**config.mk**
```make
export PLATFORM = sky130hd
export DESIGN_NAME = uart2sample
export DESIGN_NICKNAME = d
export VERILOG_FILES = /design/src/rtl/sample_pkg.sv /design/src/rtl/sat_counter.sv /design/src/rtl/uart2sample.sv
export SDC_FILE = /design/constraint.sdc
export NUM_CORES = 1
export LEC_CHECK = 0
export ABC_AREA = 1
export BUFFER_PORTS_ARGS = -buffer_cell sky130_fd_sc_hd__buf_2
export CAP_MARGIN = 20
export CELL_PAD_IN_SITES_DETAIL_PLACEMENT = 1
export CELL_PAD_IN_SITES_GLOBAL_PLACEMENT = 2
export CORE_MARGIN = 2
export CORE_UTILIZATION = 35
export CTS_BUF_LIST = sky130_fd_sc_hd__clkbuf_4 sky130_fd_sc_hd__clkbuf_8
export CTS_CLUSTER_DIAMETER = 120
export DETAILED_ROUTE_END_ITERATION = 8
export GPL_TIMING_DRIVEN = 0
export PLACE_DENSITY_LB_ADDON = 0.1
export SKIP_CTS_REPAIR_TIMING = 1
export SLEW_MARGIN = 20
export SYNTH_ARGS = -nofsm -noshare
export SYNTH_HDL_FRONTEND = slang
export SYNTH_HIERARCHICAL = 1
export SYNTH_SLANG_ARGS = --single-unit
```
**constraint.sdc**
```tcl
create_clock -name in_clk -period 3.8 [get_ports in_clk]
set_input_delay 0.38 -clock in_clk [delete_from_list [all_inputs] [get_ports in_clk]]
set_output_delay 0.38 -clock in_clk [all_outputs]
set_load 0.02 [all_outputs]
```
**src/rtl/sample_pkg.sv**
```systemverilog
// rtl/sample_pkg.sv - shared mode constants, writer FSM encoding and sample width
package sample_pkg;

  localparam int SAMPLE_W = 16;

  localparam logic [1:0] MODE_IDLE       = 2'b00;
  localparam logic [1:0] MODE_UART       = 2'b01;
  localparam logic [1:0] MODE_I2S_2HZ    = 2'b10;
  localparam logic [1:0] MODE_I2S_441kHZ = 2'b11;

  typedef enum logic [2:0] {
    S_IDLE      = 3'd0,
    S_WAIT_LOW  = 3'd1,
    S_WAIT_HIGH = 3'd2,
    S_WRITE     = 3'd3,
    S_HOLD      = 3'd4
  } state_e;

endpackage

```
**src/rtl/sat_counter.sv**
```systemverilog
// rtl/sat_counter.sv - saturating up-counter with synchronous clear
module sat_counter #(
  parameter int W = 8
) (
  input  logic         in_clk,
  input  logic         in_rst,
  input  logic         in_inc,
  output logic [W-1:0] out_count
);

  logic [W-1:0] cnt_q, cnt_d;

  always_comb begin
    cnt_d = cnt_q;
    if (in_inc && (cnt_q != {W{1'b1}})) cnt_d = cnt_q + W'(1);
  end

  always_ff @(posedge in_clk) begin
    if (in_rst) cnt_q <= '0;
    else        cnt_q <= cnt_d;
  end

  assign out_count = cnt_q;

endmodule

```
**src/rtl/uart2sample.sv**
```systemverilog
// rtl/uart2sample.sv - pairs UART bytes (low first) into 16-bit samples for the sample FIFO
module uart2sample
  import sample_pkg::*;
#(
  parameter int TIMEOUT_CYCLES = 1_000_000,
  parameter int CNT_W          = 8
) (
  input  logic                in_clk,
  input  logic                in_rst,
  input  logic [1:0]          in_mode,
  input  logic [7:0]          in_byte,
  input  logic                in_byte_valid,
  input  logic                in_fifo_full,
  output logic [SAMPLE_W-1:0] out_fifo_sample,
  output logic                out_fifo_wr_en,
  output logic [CNT_W-1:0]    out_overflow_cnt,
  output logic [CNT_W-1:0]    out_timeout_cnt,
  output logic                out_busy
);

  localparam int TMO_W = (TIMEOUT_CYCLES > 2) ? $clog2(TIMEOUT_CYCLES) : 1;

  state_e              state_q, state_d;
  logic [7:0]          low_q;
  logic [SAMPLE_W-1:0] hold_q;
  logic [SAMPLE_W-1:0] last_q;
  logic [TMO_W-1:0]    tmo_q;
  logic                parity_q;

  logic mode_uart, tmo_expired, absorb, load_low, pair_done;
  logic ovf_inc, tmo_inc;

  assign mode_uart   = (in_mode == MODE_UART);
  assign tmo_expired = (tmo_q == TMO_W'(TIMEOUT_CYCLES - 1));

  // Bytes swallowed while a sample is stuck, or the leftover high byte of a
  // half-received dropped pair; parity keeps the byte framing aligned.
  assign absorb = mode_uart && in_byte_valid &&
                  ((((state_q == S_WRITE) || (state_q == S_HOLD)) && in_fifo_full) ||
                   (parity_q && ((state_q == S_HOLD) || (state_q == S_WAIT_LOW))));

  always_comb begin
    state_d = state_q;
    if (!mode_uart) begin
      state_d = S_IDLE;
    end else begin
      case (state_q)
        S_IDLE:      state_d = S_WAIT_LOW;
        S_WAIT_LOW:  if (in_byte_valid && !parity_q) state_d = S_WAIT_HIGH;
        S_WAIT_HIGH: begin
          if (in_byte_valid)    state_d = S_WRITE;
          else if (tmo_expired) state_d = S_WAIT_LOW;
        end
        S_WRITE: begin
          if (in_fifo_full)       state_d = S_HOLD;
          else if (in_byte_valid) state_d = S_WAIT_HIGH;
          else                    state_d = S_WAIT_LOW;
        end
        S_HOLD: begin
          if (!in_fifo_full)
            state_d = (in_byte_valid && !parity_q) ? S_WAIT_HIGH : S_WAIT_LOW;
        end
        default:     state_d = S_IDLE;
      endcase
    end
  end

  always_comb begin
    out_fifo_wr_en = mode_uart && !in_fifo_full &&
                     ((state_q == S_WRITE) || (state_q == S_HOLD));
    out_busy       = (state_q == S_WAIT_HIGH) || (state_q == S_WRITE) || (state_q == S_HOLD);
    ovf_inc        = absorb && parity_q;
    tmo_inc        = mode_uart && (state_q == S_WAIT_HIGH) && !in_byte_valid && tmo_expired;
    load_low       = mode_uart && in_byte_valid &&
                     (state_d == S_WAIT_HIGH) && (state_q != S_WAIT_HIGH);
    pair_done      = (state_q == S_WAIT_HIGH) && (state_d == S_WRITE);
  end

  always_ff @(posedge in_clk) begin
    if (in_rst) begin
      state_q  <= S_IDLE;
      low_q    <= '0;
      hold_q   <= '0;
      last_q   <= '0;
      tmo_q    <= '0;
      parity_q <= 1'b0;
    end else begin
      state_q <= state_d;
      if (load_low) begin
        low_q <= in_byte;
        tmo_q <= '0;
      end else if (state_q == S_WAIT_HIGH) begin
        tmo_q <= tmo_q + TMO_W'(1);
      end
      if (pair_done)      hold_q <= {in_byte, low_q};
      if (out_fifo_wr_en) last_q <= hold_q;
      if (!mode_uart)     parity_q <= 1'b0;
      else if (absorb)    parity_q <= ~parity_q;
    end
  end

  assign out_fifo_sample = out_fifo_wr_en ? hold_q : last_q;

  sat_counter #(.W(CNT_W)) u_overflow_cnt (
    .in_clk    (in_clk),
    .in_rst    (in_rst),
    .in_inc    (ovf_inc),
    .out_count (out_overflow_cnt)
  );

  sat_counter #(.W(CNT_W)) u_timeout_cnt (
    .in_clk    (in_clk),
    .in_rst    (in_rst),
    .in_inc    (tmo_inc),
    .out_count (out_timeout_cnt)
  );

endmodule

```
Yosys cells after proc, flatten, opt, wreduce, memory -nomap -nowiden

Index checks and enable logic that the tools add are counted.

Flip-flop bits (word level): 80
Input port bits: 14
Output and inout port bits: 34
Word-level logic and storage cells: 61

Add/sub/neg operators: 3
Equal/unequal tests: 11
Multiplexer cells: 10
Bitwise operators: 2
Reduce and logical (&&, ||, !) cells: 27

Operator list:

| operator                | count |
|---|---|
| $add A20 B1 Y20 const B | 1 |
| $eq A20 B20 Y1 const B  | 1 |
| $mux W3                 | 6 |
| $add A8 B1 Y8 const B   | 2 |
| $logic_and A1 B1 Y1     | 16 |
| $mux W16                | 1 |
| $ne A8 B8 Y1 const B    | 2 |
| $pmux W3 S5             | 1 |
| $eq A3 B2 Y1 const B    | 4 |
| $logic_or A1 B1 Y1      | 5 |
| $mux W2                 | 2 |
| $reduce_or A2 Y1        | 2 |
| $eq A3 B1 Y1 const B    | 1 |
| $eq A3 B3 Y1 const B    | 1 |
| $logic_not A1 Y1        | 3 |
| $logic_not A3 Y1        | 1 |
| $ne A3 B2 Y1 const B    | 1 |
| $eq A2 B1 Y1 const B    | 1 |
| $not A1 Y1              | 2 |

Depth between registers and ports, before layout

Gate-level depths: netlist (run 1).

Word-level depth: 10
Depth in mapped cells: 14
Mapped depth without buffers: 14

Modules after synthesis

The synthesis (run 1) kept the hierarchy.

By module, submodules not included:

| module      | times used | cells each | area an instance (um2) | seq. area each (um2) |
|---|---|---|---|---|
| uart2sample | 1          | 400        | 3,079.2                | 1,281.2 |
| sat_counter | 2          | 77         | 484.2                  | 160.2 |

Least setup slack after synthesis (run 1)

Ideal clock, no wire load.

Path kind: register to output
Start: reg state_q[0]
End: out out_fifo_sample[10]
Arrival time: 1.581 ns
Required time: 3.420 ns
Path slack: 1.839 ns
Cell stages (with the launch flop): 10
Cell sequence: dfxtp_1 inv_1 nand3_2 inv_1 nor2_4 nor3_4 clkbuf_2 or2_2 o21ai_1 inv_1

Word-level cells in the longest chain between the ends: 4

Ends and longest elaborated chain:

| element                                      | line              | source |
|---|---|---|
| start, declared                              | uart2sample.sv:23 | `state_e state_q, state_d;` |
| start signal, assigned                       | uart2sample.sv:88 | `state_q <= state_d;` |
| $eq A3 B2 Y1 or $eq A3 B3 Y1 (tied branches) | uart2sample.sv:70 | `((state_q == S_WRITE) \|\| (state_q == S_HOLD));` |
| $logic_or A1 B1 Y1 (*)                       | uart2sample.sv:70 |  |
| $logic_and A1 B1 Y1 (*)                      | uart2sample.sv:69 | `out_fifo_wr_en = mode_uart && !in_fifo_full &&` |
| net out_fifo_wr_en                           | uart2sample.sv:15 | `output logic out_fifo_wr_en,` |
| $mux W16 (*)                                 | -                 |  |
| end, declared                                | uart2sample.sv:14 | `output logic [SAMPLE_W-1:0] out_fifo_sample,` |

The timed path passes the listed nets; every way through them passes the cells marked *.

Worst setup path after layout (run 1)

Start: reg state_q[0]
End: out out_fifo_sample[8]

Word-level cells in the longest chain between the ends: 4

Ends and longest elaborated chain:

| element                                      | line |
|---|---|
| $eq A3 B2 Y1 or $eq A3 B3 Y1 (tied branches) | uart2sample.sv:70 |
| $logic_or A1 B1 Y1 (*)                       | uart2sample.sv:70 |
| $logic_and A1 B1 Y1 (*)                      | uart2sample.sv:69 |
| $mux W16 (*)                                 | - |

Every way passes the cells marked *; elsewhere a longest branch is shown, timed or not.

==> results of run 1 <==
==> layout by cell type (no fill, tap or decap), drive strengths merged, types with 3 or more instances in the layout <==
cell      synthesis  routed
a21oi            15      15
buf               9      56
clkbuf            6      16
clkinvlp          0       3
dfxtp            80      80
ha                3       3
inv              73      73
nand2            88      88
nand3            37      37
nand4             3       3
nor2            134     134
nor3             23      23
nor4              4       4
o21ai            38      38
or2              16      16
xnor2             3       3
xor2             15      15
==> critical path: stages (launching register included) <==
cell      delay [ns]
dfxtp_1         0.30
inv_1           0.22
nand3_2         0.16
inv_1           0.14
nor2_4          0.05
nor3_4          0.26
clkbuf_2        0.32
or2_2           0.15
o21ai_1         0.07
inv_1           0.06
buf_2           0.16
==> registers in the layout, summed over array words and instances, names as in the netlist <==
| register | count |
|---|---|
| tmo_q | 20 |
| hold_q | 16 |
| last_q | 16 |
| low_q | 8 |
| u_overflow_cnt/out_count | 8 |
| u_timeout_cnt/out_count | 8 |
| state_q | 3 |
| parity_q | 1 |
==> worst max path at each step <==
| stage | depth (start not counted) | to | start |
|---|---|---|---|
| after global routing | 10 | out_fifo_sample[12] | state_q[0] |
| final | 10 | out_fifo_sample[8] | state_q[0] |
| after global placement | 9 | out_fifo_sample[10] | in_mode[1] |
| after detailed placement | 9 | out_fifo_sample[12] | in_mode[1] |
| after floorplan | 9 | out_fifo_sample[10] | state_q[0] |
| after CTS | 10 | out_fifo_sample[12] | state_q[0] |
==> per-stage QoR <==
stage	hold slack, ns	setup slack [ns]
after floorplan	0.457	1.84
after global routing	0.279	0.920
after CTS	0.260	1.11
after detailed placement	0.483	1.43
after global placement	0.467	1.47
final	0.275	1.17
==> layout make-up <==
type	count	area [sq um]	share of cell area, %
Multi-Input combinational cell	385	2060	44.3
Clock buffer	10	138	2.96
Timing Repair Buffer	47	235	5.05
Buffer	15	105	2.26
Sequential cell	80	1600	34.4
Tap cell	143	179	3.84
Inverter	74	278	5.96
Clock inverter	5	57.6	1.24
==> metal layers <==
metal | vias to the layer above | track usage [%] | part of all wire [%]
met2 | 42 | 28.8 | 47
li1 | 1847 | - | -
met5 | - | 0 | 0
met3 | 16 | 2.40 | 2.4
met1 | 1627 | 21.5 | 48
met4 | 0 | 7.24 | 2.1
==> synth_stat cells, types with 2 or more instances <==
master,count,area (sq um)
inv_1,64,240
a21oi_1,13,65.1
xnor2_1,3,26.3
nand3b_2,2,22.5
nor2_1,98,368
o21ai_0,15,75.1
nor2_2,29,181
nor4_1,4,25.0
buf_2,2,10.0
inv_2,9,33.8
dfxtp_1,80,1600
nand3_2,7,70.1
buf_6,5,56.3
o21ai_1,22,110
xor2_1,15,131
nor3_1,22,110
a21oi_2,2,17.5
nand2_4,3,33.8
nand4_1,2,12.5
ha_1,3,37.5
nand2_2,6,37.5
or2_2,16,100
clkbuf_1,5,18.8
nor2_4,6,67.6
nand2_1,78,293
buf_4,2,15.0
nand3_1,29,145
==> power groups by stage <==
stage	clock [uW]	combinational (uW)	sequential [uW]
after floorplan	0	41.1	859
after global placement	0	63.8	859
after detailed placement	0	64.9	859
after CTS	673	65.2	839
after global routing	695	71.3	839
final	642	64.0	839
==> cell families after synthesis <==
group	after synthesis	synth area share (%)
and+or+nand+nor	307	38.4
muxes	1	0.247
DFF	80	39.6
xor gates and xnor gates	18	3.90
adders and majority gates	3	0.927
buffers and inverters	89	9.46
AOI/OAI and AO/OA	56	7.54
==> run_results.csv, run 1 <==
group,metric,value,unit
drt,route.vias.total,3532,
worst_setup_path,critPathArrivalTime,2.25,ns
logic_synthesis,synth_edf_count,0,
sta,timing.final.max_slew_violations,0,
logic_synthesis,postSynthAreaPerCell,7.31,sq um
place,placedCellCount,744,
global_route,grt_use_total,16.9,%
sta,grt_setup_unrepaired,"no",
sta,finClkSkew,0.00546,ns
power_and_ir_drop,sw_frac_of_total,24.1,%
die,die_y,112,um
power_and_ir_drop,switchingPower,372,uW
sta,min_period,2.63,ns
drt,drt_iter0_drc,108,
hold_path,worst_hold_path_type,"in -> reg",
final_layout,layout.filler_cells,1479,
power_and_ir_drop,power_leakage,0.00214,uW
die,placement_rows,39,
worst_setup_path,worstSetupPathType,"reg -> out",
final_layout,antennaDiodeCount,0,
place,final_wtd_congestion,0.776,
final_layout,final_core_util,41.0,%
drt,routed_wire_length_per_instance,13.0,um
hold_path,min_delay_worst_endpoint,"hold_q[14]",
status,status,"finished, final reports clean",
final_layout,instances_no_fill,759,
power_and_ir_drop,power.clock.fraction,41.6,%
place,io_buffers,47,
logic_synthesis,synth_warnings,6,
job,max-cap-violations,0,
worst_setup_path,crit_path_end_kind,"output pin",
worst_setup_path,ff2ff_path_depth,11,
power_and_ir_drop,power_per_cell_area,332,nW/um^2
final_layout,final_instance_area,4660,sq um
worst_setup_path,critPathMaxFanout,10,
drt,ant_nets,0,
global_route,grt_pass1_wl,17.2,mm
worst_setup_path,start_kind,"flip-flop",
clocking,clockBufferDepth,2,
clocking,tritoncts,"done",
drt,detail_route.wirelength,9.90,mm
die,die_area,12400,sq um
clocking,insertion_delay,0.36,ns
logic_synthesis,seq_area_frac_synth,39.6,%
hold_path,worstHoldStart,"in_byte[6]",
drt,firstDrtPassIters,6,
global_route,antenna_found_initial,0,
clocking,cts_inserted_buffers,9,
drt,remaining_drc_errors,0,
worst_setup_path,r2r_setup_slack,1.55,ns
power_and_ir_drop,irDropWorstVdd,0.154,mV
logic_synthesis,synthesis.area,4050,sq um
global_route,maximum_number_of_pins_on_one_net_before_global_route_repair,14,
die,initial_core_util,35.6,%
hold_path,min_delay_path_depth,3,
sta,final_critical_path_share_of_the_clock_period,69.3,%
global_route,grt_pass1_vias,3699,
final_layout,syn2layout_area_growth,15.1,%
sta,worst_pin_slew,0.607,ns
logic_synthesis,async_flop_share,0,%
clocking,clock_sink_count,80,
logic_synthesis,synth.ff_latch_count,80,
power_and_ir_drop,share_comb_of_total_power,4.1,%
worst_setup_path,critical_path_rt,3.42,ns
power_and_ir_drop,fin_total_pwr,1550,uW
die,boundaryPins,48,
logic_synthesis,synthesized_netlist_cell_count,554,
clocking,ctsHtreeMaxLevel,3,
final_layout,drive_above_1_share,25.6,%
place,detailedPlacementHpwl,7.40,mm
drt,post_drt_via_cell_ratio,4.65,
die,core-area,11400,sq um
worst_setup_path,crit-reg2reg-launch,"tmo_q[0]",
power_and_ir_drop,cell_internal_pwr,1170,uW
power_and_ir_drop,seqPwrFrac,54.3,%
sta,timing.slew.headroom,59.5,%
sta,fmax,380,MHz
clocking,cts-root-buf,"clkbuf_8",
clocking,cts.reportedPaths.clkPinSlew,0.08,ns
final_layout,design.final.nets,629,
die,die_x,112,um
sta,final_hold_viol_count,0,
worst_setup_path,crit-reg2reg-capture,"u_timeout_cnt/out_count[3]",
logic_synthesis,ys.flop_type,"dfxtp_1",
global_route,grt_overflow_total,0,
sta,setup_viol,0,
logic_synthesis,synth.distinct_cells,39,
place,post_dp_cell_area,4460,sq um
logic_synthesis,synth.net_count,571,
sta,setup_tns,0,ns
(Power assumes the default switching activity.)
==> run 2: changes to the inputs <==
- CORE_UTILIZATION: 35 -> 34
- clock period: 3.8 -> 2.76 ns (I/O delays scaled with it)
==> run_results.csv, run 2 (synthesis gave the netlist of run 1 again) <==
group,metric,value,unit
die,die_y,113,um
final_layout,regMostFlops,"tmo_q",
sta,setup_viol,0,
final_layout,final_core_util,40.6,%
die,die_area,12800,sq um
worst_setup_path,critical_path_rt,2.48,ns
clocking,insertion_delay,0.36,ns
die,initial_core_util,35.1,%
job,max-cap-violations,0,
clocking,cts-root-buf,"clkbuf_8",
drt,routed-wl-met2,4.57,mm
drt,remaining_drc_errors,4,
place,post_dp_cell_area,4460,sq um
worst_setup_path,cp_slowest_cell,"dfxtp_1",
sta,finClkSkew,0.0101,ns
final_layout,area.sequential,1600,sq um
drt,route.vias.total,3566,
die,core-area,11500,sq um
power_and_ir_drop,irDropWorstVdd,0.191,mV
global_route,grt_overflow_total,0,
sta,final_critical_path_share_of_the_clock_period,89.9,%
sta,min_period,2.48,ns
drt,route.met3.wl,286,um
die,boundaryPins,48,
global_route,maximum_number_of_pins_on_one_net_before_global_route_repair,14,
status,status,"finished with violations",
final_layout,largest_reg_flops,20,
worst_setup_path,worstSetupPathType,"reg -> out",
worst_setup_path,path_buf_inv,4,
place,placedCellCount,744,
clocking,cts.reportedPaths.clkPinSlew,0.09,ns
final_layout,final_instance_area,4680,sq um
final_layout,most_common_library_cell_in_the_layout_ignoring_fill_and_taps,"nor2_1",
sta,fmax,403,MHz
sta,final_hold_viol_count,0,
drt,post_drt_via_cell_ratio,4.69,
worst_setup_path,critical_path.top_delay_family,"simple AND/OR/NAND/NOR gates",
final_layout,top_library_cells_by_usage_in_the_layout_fill_and_taps_aside,"98 x nor2_1, 80 x dfxtp_1, 78 x nand2_1",
status,failed_checks,"DRC",
worst_setup_path,crit_path_end_kind,"output pin",
worst_setup_path,critPathMaxFanout,10,
global_route,antenna_found_initial,0,
sta,worst_pin_slew,0.584,ns
power_and_ir_drop,power_leakage,0.00215,uW
clocking,clockBufferDepth,2,
power_and_ir_drop,power_per_cell_area,461,nW/um^2
place,io_buffers,47,
clocking,clock_sink_count,80,
sta,timing.final.max_slew_violations,0,
place,detailedPlacementHpwl,7.30,mm
sta,timing.slew.headroom,61.1,%
final_layout,antennaDiodeCount,0,
clocking,ctsHtreeMaxLevel,3,
drt,ant_nets,0,
hold_path,worst_hold_path_type,"in -> reg",
drt,drt_iter0_drc,122,
global_route,grt_use_total,16.3,%
drt,firstDrtPassIters,6,
drt,drt-met1-wl,4.79,mm
global_route,grt_pass1_vias,3552,
final_layout,syn2layout_area_growth,15.5,%
worst_setup_path,cpPeakStageDelay,0.51,ns
final_layout,multiInputGateArea,2060,sq um
drt,routed_wire_length_per_instance,12.9,um
final_layout,biggest_regs,"tmo_q: 20 flops, hold_q: 16 flops, last_q: 16 flops",
worst_setup_path,start_kind,"flip-flop",
place,final_wtd_congestion,0.747,
sta,grt_setup_unrepaired,"no",
sta,setup_tns,0,ns
final_layout,design.final.nets,630,
drt,detail_route.wirelength,9.79,mm
die,placement_rows,39,
global_route,grt_pass1_wl,16.9,mm
clocking,cts_inserted_buffers,9,
worst_setup_path,critical_path.cell_chain,"nand2_2 -> nor2_4 -> nor2_4 -> nor3_4 -> inv_2 -> buf_2 -> o21ai_1 -> inv_1 -> buf_2",
worst_setup_path,critPathArrivalTime,2.21,ns
die,die_x,113,um
worst_setup_path,r2r_setup_slack,0.45,ns
final_layout,layout.filler_cells,1473,
drt,top_signal_layer_used,"met4",
final_layout,instances_no_fill,761,
clocking,tritoncts,"done",
final_layout,drive_above_1_share,26.1,%
-- run 2: cell types whose count changed in the layout (fill, tap and decap cells not counted), sizes merged --
cell | previous run | this run
buf | 56 | 57
clkbuf | 16 | 18
clkinvlp | 3 | 2
-- run 2: tightest hold or removal path, delay by kind of cell --
kind | cells | cell delay, ns
simple gates | 2 | 0.12
buf+inv | 1 | 0.09
-- run 2: path summary, 6_finish.rpt --
check / end / depth (start not counted) / from
max reg2reg: u_timeout_cnt/out_count[3] / 11 / tmo_q[0]
min: hold_q[11] / 3 / in_byte[3]
min reg2reg: u_overflow_cnt/out_count[6] / 2 / u_overflow_cnt/out_count[6]
max: out_fifo_sample[13] / 9 / state_q[1]
-- run 2: report_power, final --
group / switching, uW / total [uW] / internal [uW]
Clock: 446 / 911 / 465
Sequential: 0.823 / 1150 / 1150
Combinational: 61.9 / 87.3 / 25.4
Total: 509 / 2150 / 1640
-- run 2: cell type report --
type	instances	area share, %
buffer	15	2.25
clock buffer	12	3.26
clock inverter	4	1.15
inverter	74	5.94
multi-input combinational	385	44.1
sequential	80	34.3
tap	143	3.83
timing repair buffer	48	5.19
-- run 2: per-layer routing --
| metal | track usage, % | vias to the layer above |
|---|---|---|
| met5 | 0 | - |
| met4 | 5.61 | 0 |
| met3 | 3.21 | 11 |
| met2 | 27.3 | 42 |
| met1 | 21.0 | 1661 |
| li1 | - | 1852 |
-- run 2: stage by stage --
step | hold WS, ns | setup slack (ns) | power [uW]
5_1_grt | 0.163 | 0.0535 | 2250
3_3_place_gp | 0.467 | 0.566 | 1270
2_1_floorplan | 0.418 | 0.903 | 1240
4_1_cts | 0.147 | 0.185 | 2200
6_report | 0.160 | 0.278 | 2150
3_5_place_dp | 0.479 | 0.487 | 1270
==> run 3: changes to the inputs <==
- ABC_AREA: 1 -> default
- CORE_UTILIZATION: 34 -> 35
==> run_results.csv, run 3 <==
group,metric,value,unit
status,status,"finished, final reports clean",
logic_synthesis,synth.largest_area_cell,"dfxtp_1",
global_route,grt_pass1_vias,3098,
final_layout,biggest_regs,"tmo_q: 20 flops, hold_q: 16 flops, last_q: 16 flops",
power_and_ir_drop,irDropWorstVdd,0.227,mV
clocking,ctsHtreeMaxLevel,3,
hold_path,worst_hold_path_type,"in -> reg",
sta,timing.final.max_slew_violations,0,
worst_setup_path,crit_path_end_kind,"flip-flop",
drt,detail_route.wirelength,8.69,mm
global_route,grtUsageMet1,21.5,%
sta,setup_viol,0,
power_and_ir_drop,fin_total_pwr,2050,uW
sta,finClkSkew,0.0104,ns
power_and_ir_drop,power_per_cell_area,479,nW/um^2
drt,firstDrtPassIters,4,
global_route,met2_usage,26.4,%
sta,final_critical_path_share_of_the_clock_period,94.9,%
logic_synthesis,synthesis.area,3700,sq um
drt,remaining_drc_errors,0,
sta,grt_setup_unrepaired,"no",
drt,routed_wire_length_per_instance,14.4,um
final_layout,syn2layout_area_growth,15.7,%
drt,drt_iter0_drc,82,
place,io_buffers,45,
final_layout,top_library_cells_by_usage_in_the_layout_fill_and_taps_aside,"80 x dfxtp_1, 57 x nand2_1, 50 x buf_2",
worst_setup_path,critical_path.cell_chain,"or4_1 -> nor4_4 -> nand3_1 -> and4bb_4 -> nand4_1 -> or3_2 -> o21ai_1",
die,die_area,11400,sq um
logic_synthesis,synth.top_cells.by_area,"dfxtp_1 43%, nand2_1 5.8%, a21oi_1 5.3%",
clocking,cts-root-buf,"clkbuf_8",
logic_synthesis,yosysTopAreaCellShare,43.3,%
worst_setup_path,critPathArrivalTime,2.90,ns
final_layout,regMostFlops,"tmo_q",
clocking,clockBufferDepth,2,
sta,worst_pin_slew,0.556,ns
worst_setup_path,worstSetupPathType,"reg -> reg",
worst_setup_path,critical_path_rt,3.04,ns
sta,timing.slew.headroom,62.7,%
die,die_y,107,um
worst_setup_path,start_kind,"flip-flop",
final_layout,most_common_library_cell_in_the_layout_ignoring_fill_and_taps,"dfxtp_1",
global_route,groute.layer.met3.usage,3.40,%
die,placement_rows,37,
sta,final_hold_viol_count,0,
final_layout,design.final.nets,482,
power_and_ir_drop,power_leakage,0.00171,uW
die,core-area,10300,sq um
place,final_wtd_congestion,0.768,
sta,min_period,2.62,ns
drt,post_drt_via_cell_ratio,5.00,
logic_synthesis,postSynthAreaPerCell,9.04,sq um
global_route,grt_pass1_wl,14.9,mm
global_route,maximum_number_of_pins_on_one_net_before_global_route_repair,23,
logic_synthesis,synth_most_common_cell,"dfxtp_1",
drt,ant_nets,0,
worst_setup_path,cp_slowest_cell,"or4_1",
logic_synthesis,synth.ff_latch_count,80,
final_layout,largest_reg_flops,20,
die,initial_core_util,36.0,%
worst_setup_path,critical_path.top_delay_family,"simple AND/OR/NAND/NOR gates",
worst_setup_path,cpPeakStageDelay,0.59,ns
worst_setup_path,critPathMaxFanout,6,
place,detailedPlacementHpwl,6.25,mm
logic_synthesis,synth.net_count,426,
clocking,tritoncts,"done",
clocking,cts_inserted_buffers,9,
job,max-cap-violations,0,
logic_synthesis,seq_area_frac_synth,43.3,%
worst_setup_path,path_buf_inv,0,
logic_synthesis,ys.flop_type,"dfxtp_1",
global_route,antenna_found_initial,0,
global_route,top_usage_layer,"met2",
logic_synthesis,synth_edf_count,0,
global_route,grt_use_total,16.5,%
logic_synthesis,synth_warnings,6,
final_layout,antennaDiodeCount,0,
logic_synthesis,netlist_top_cells_count,"80 x dfxtp_1, 57 x nand2_1, 39 x a21oi_1",
final_layout,drive_above_1_share,23.5,%
logic_synthesis,synthesized_netlist_cell_count,409,
die,die_x,107,um
sta,setup_tns,0,ns
drt,route.vias.total,3017,
clocking,clock_sink_count,80,
sta,fmax,382,MHz
clocking,cts.reportedPaths.clkPinSlew,0.08,ns
logic_synthesis,async_flop_share,0,%
die,boundaryPins,48,
global_route,grt_overflow_total,0,
clocking,insertion_delay,0.35,ns
logic_synthesis,synth.distinct_cells,55,
==> run 3: changes by cell type after synthesis, moves of 14 or more <==
cell,delta
nor3_1,-14
nor2b_1,+17
o21ai_1,-20
a21oi_1,+26
inv_1,-49
or2_2,-15
nor2_1,-69
nand2_1,-21
nor2_2,-27
nand3_1,-17
==> run 3: final cells by class <==
cell class	count	area [sq um]
Buffer	18	116
Clock buffer	9	124
Clock inverter	5	50.0
Fill cell	1260	6000
Inverter	15	56.3
Multi-Input combinational cell	296	1930
Sequential cell	80	1600
Tap cell	136	170
Timing Repair Buffer	45	225
==> run 3: tightest hold or removal path: stages <==
cell,delay (ns)
buf_2,0.10
nand2_1,0.05
a21oi_1,0.05
==> run 3: report_power, final <==
group / leakage, uW / switching, uW / total [uW] / internal (uW)
Clock: 0.0000945 / 419 / 821 / 402
Sequential: 0.000644 / 1.50 / 1160 / 1160
Combinational: 0.000968 / 50.8 / 72.4 / 21.5
Total: 0.00171 / 471 / 2050 / 1580
==> run 3: final timing paths <==
kind / from / end / slack [ns] / cells past startpoint
min reg2reg: low_q[4] / hold_q[4] / 0.45 / 2
min: in_byte[3] / hold_q[11] / 0.17 / 3
max reg2reg: tmo_q[6] / u_timeout_cnt/out_count[3] / 0.14 / 7
max: tmo_q[6] / u_timeout_cnt/out_count[3] / 0.14 / 7
==> run 3: through the flow <==
step                      std cells  setup slack, ns  utilization, %  instance area, sq um  hold WS (ns)
final                           604            0.142            41.6                  4280         0.170
after global routing            604           0.0316            41.6                  4280         0.170
after CTS                       604           0.0663            41.5                  4270         0.148
after detailed placement        590           0.0974            39.8                  4090         0.448
after global placement          590            0.121            39.8                  4090         0.447
after floorplan                 409            0.447               -                  3700         0.348
==> run 3: routing by layer <==
| layer | routed length, um | share of wire, % | vias to the layer above |
|---|---|---|---|
| met3 | 249 | 2.9 | 12 |
| met5 | 0 | 0 | - |
| li1 | - | - | 1527 |
| met2 | 4040 | 46 | 43 |
| met4 | 146 | 1.7 | 0 |
| met1 | 4260 | 49 | 1435 |
==> run 3: cell families (layout without fill, tap and decap cells) <==
| group | Yosys count | count (layout) | synth area share [%] |
|---|---|---|---|
| adders and majority gates | 3 | 3 | 1.02 |
| muxes | 20 | 20 | 6.94 |
| buffers and inverters | 33 | 92 | 4.67 |
| xor gates and xnor gates | 19 | 19 | 4.50 |
| AOI/OAI and AO/OA | 80 | 80 | 13.9 |
| and+or+nand+nor | 174 | 174 | 25.7 |
| DFF | 80 | 80 | 43.3 |
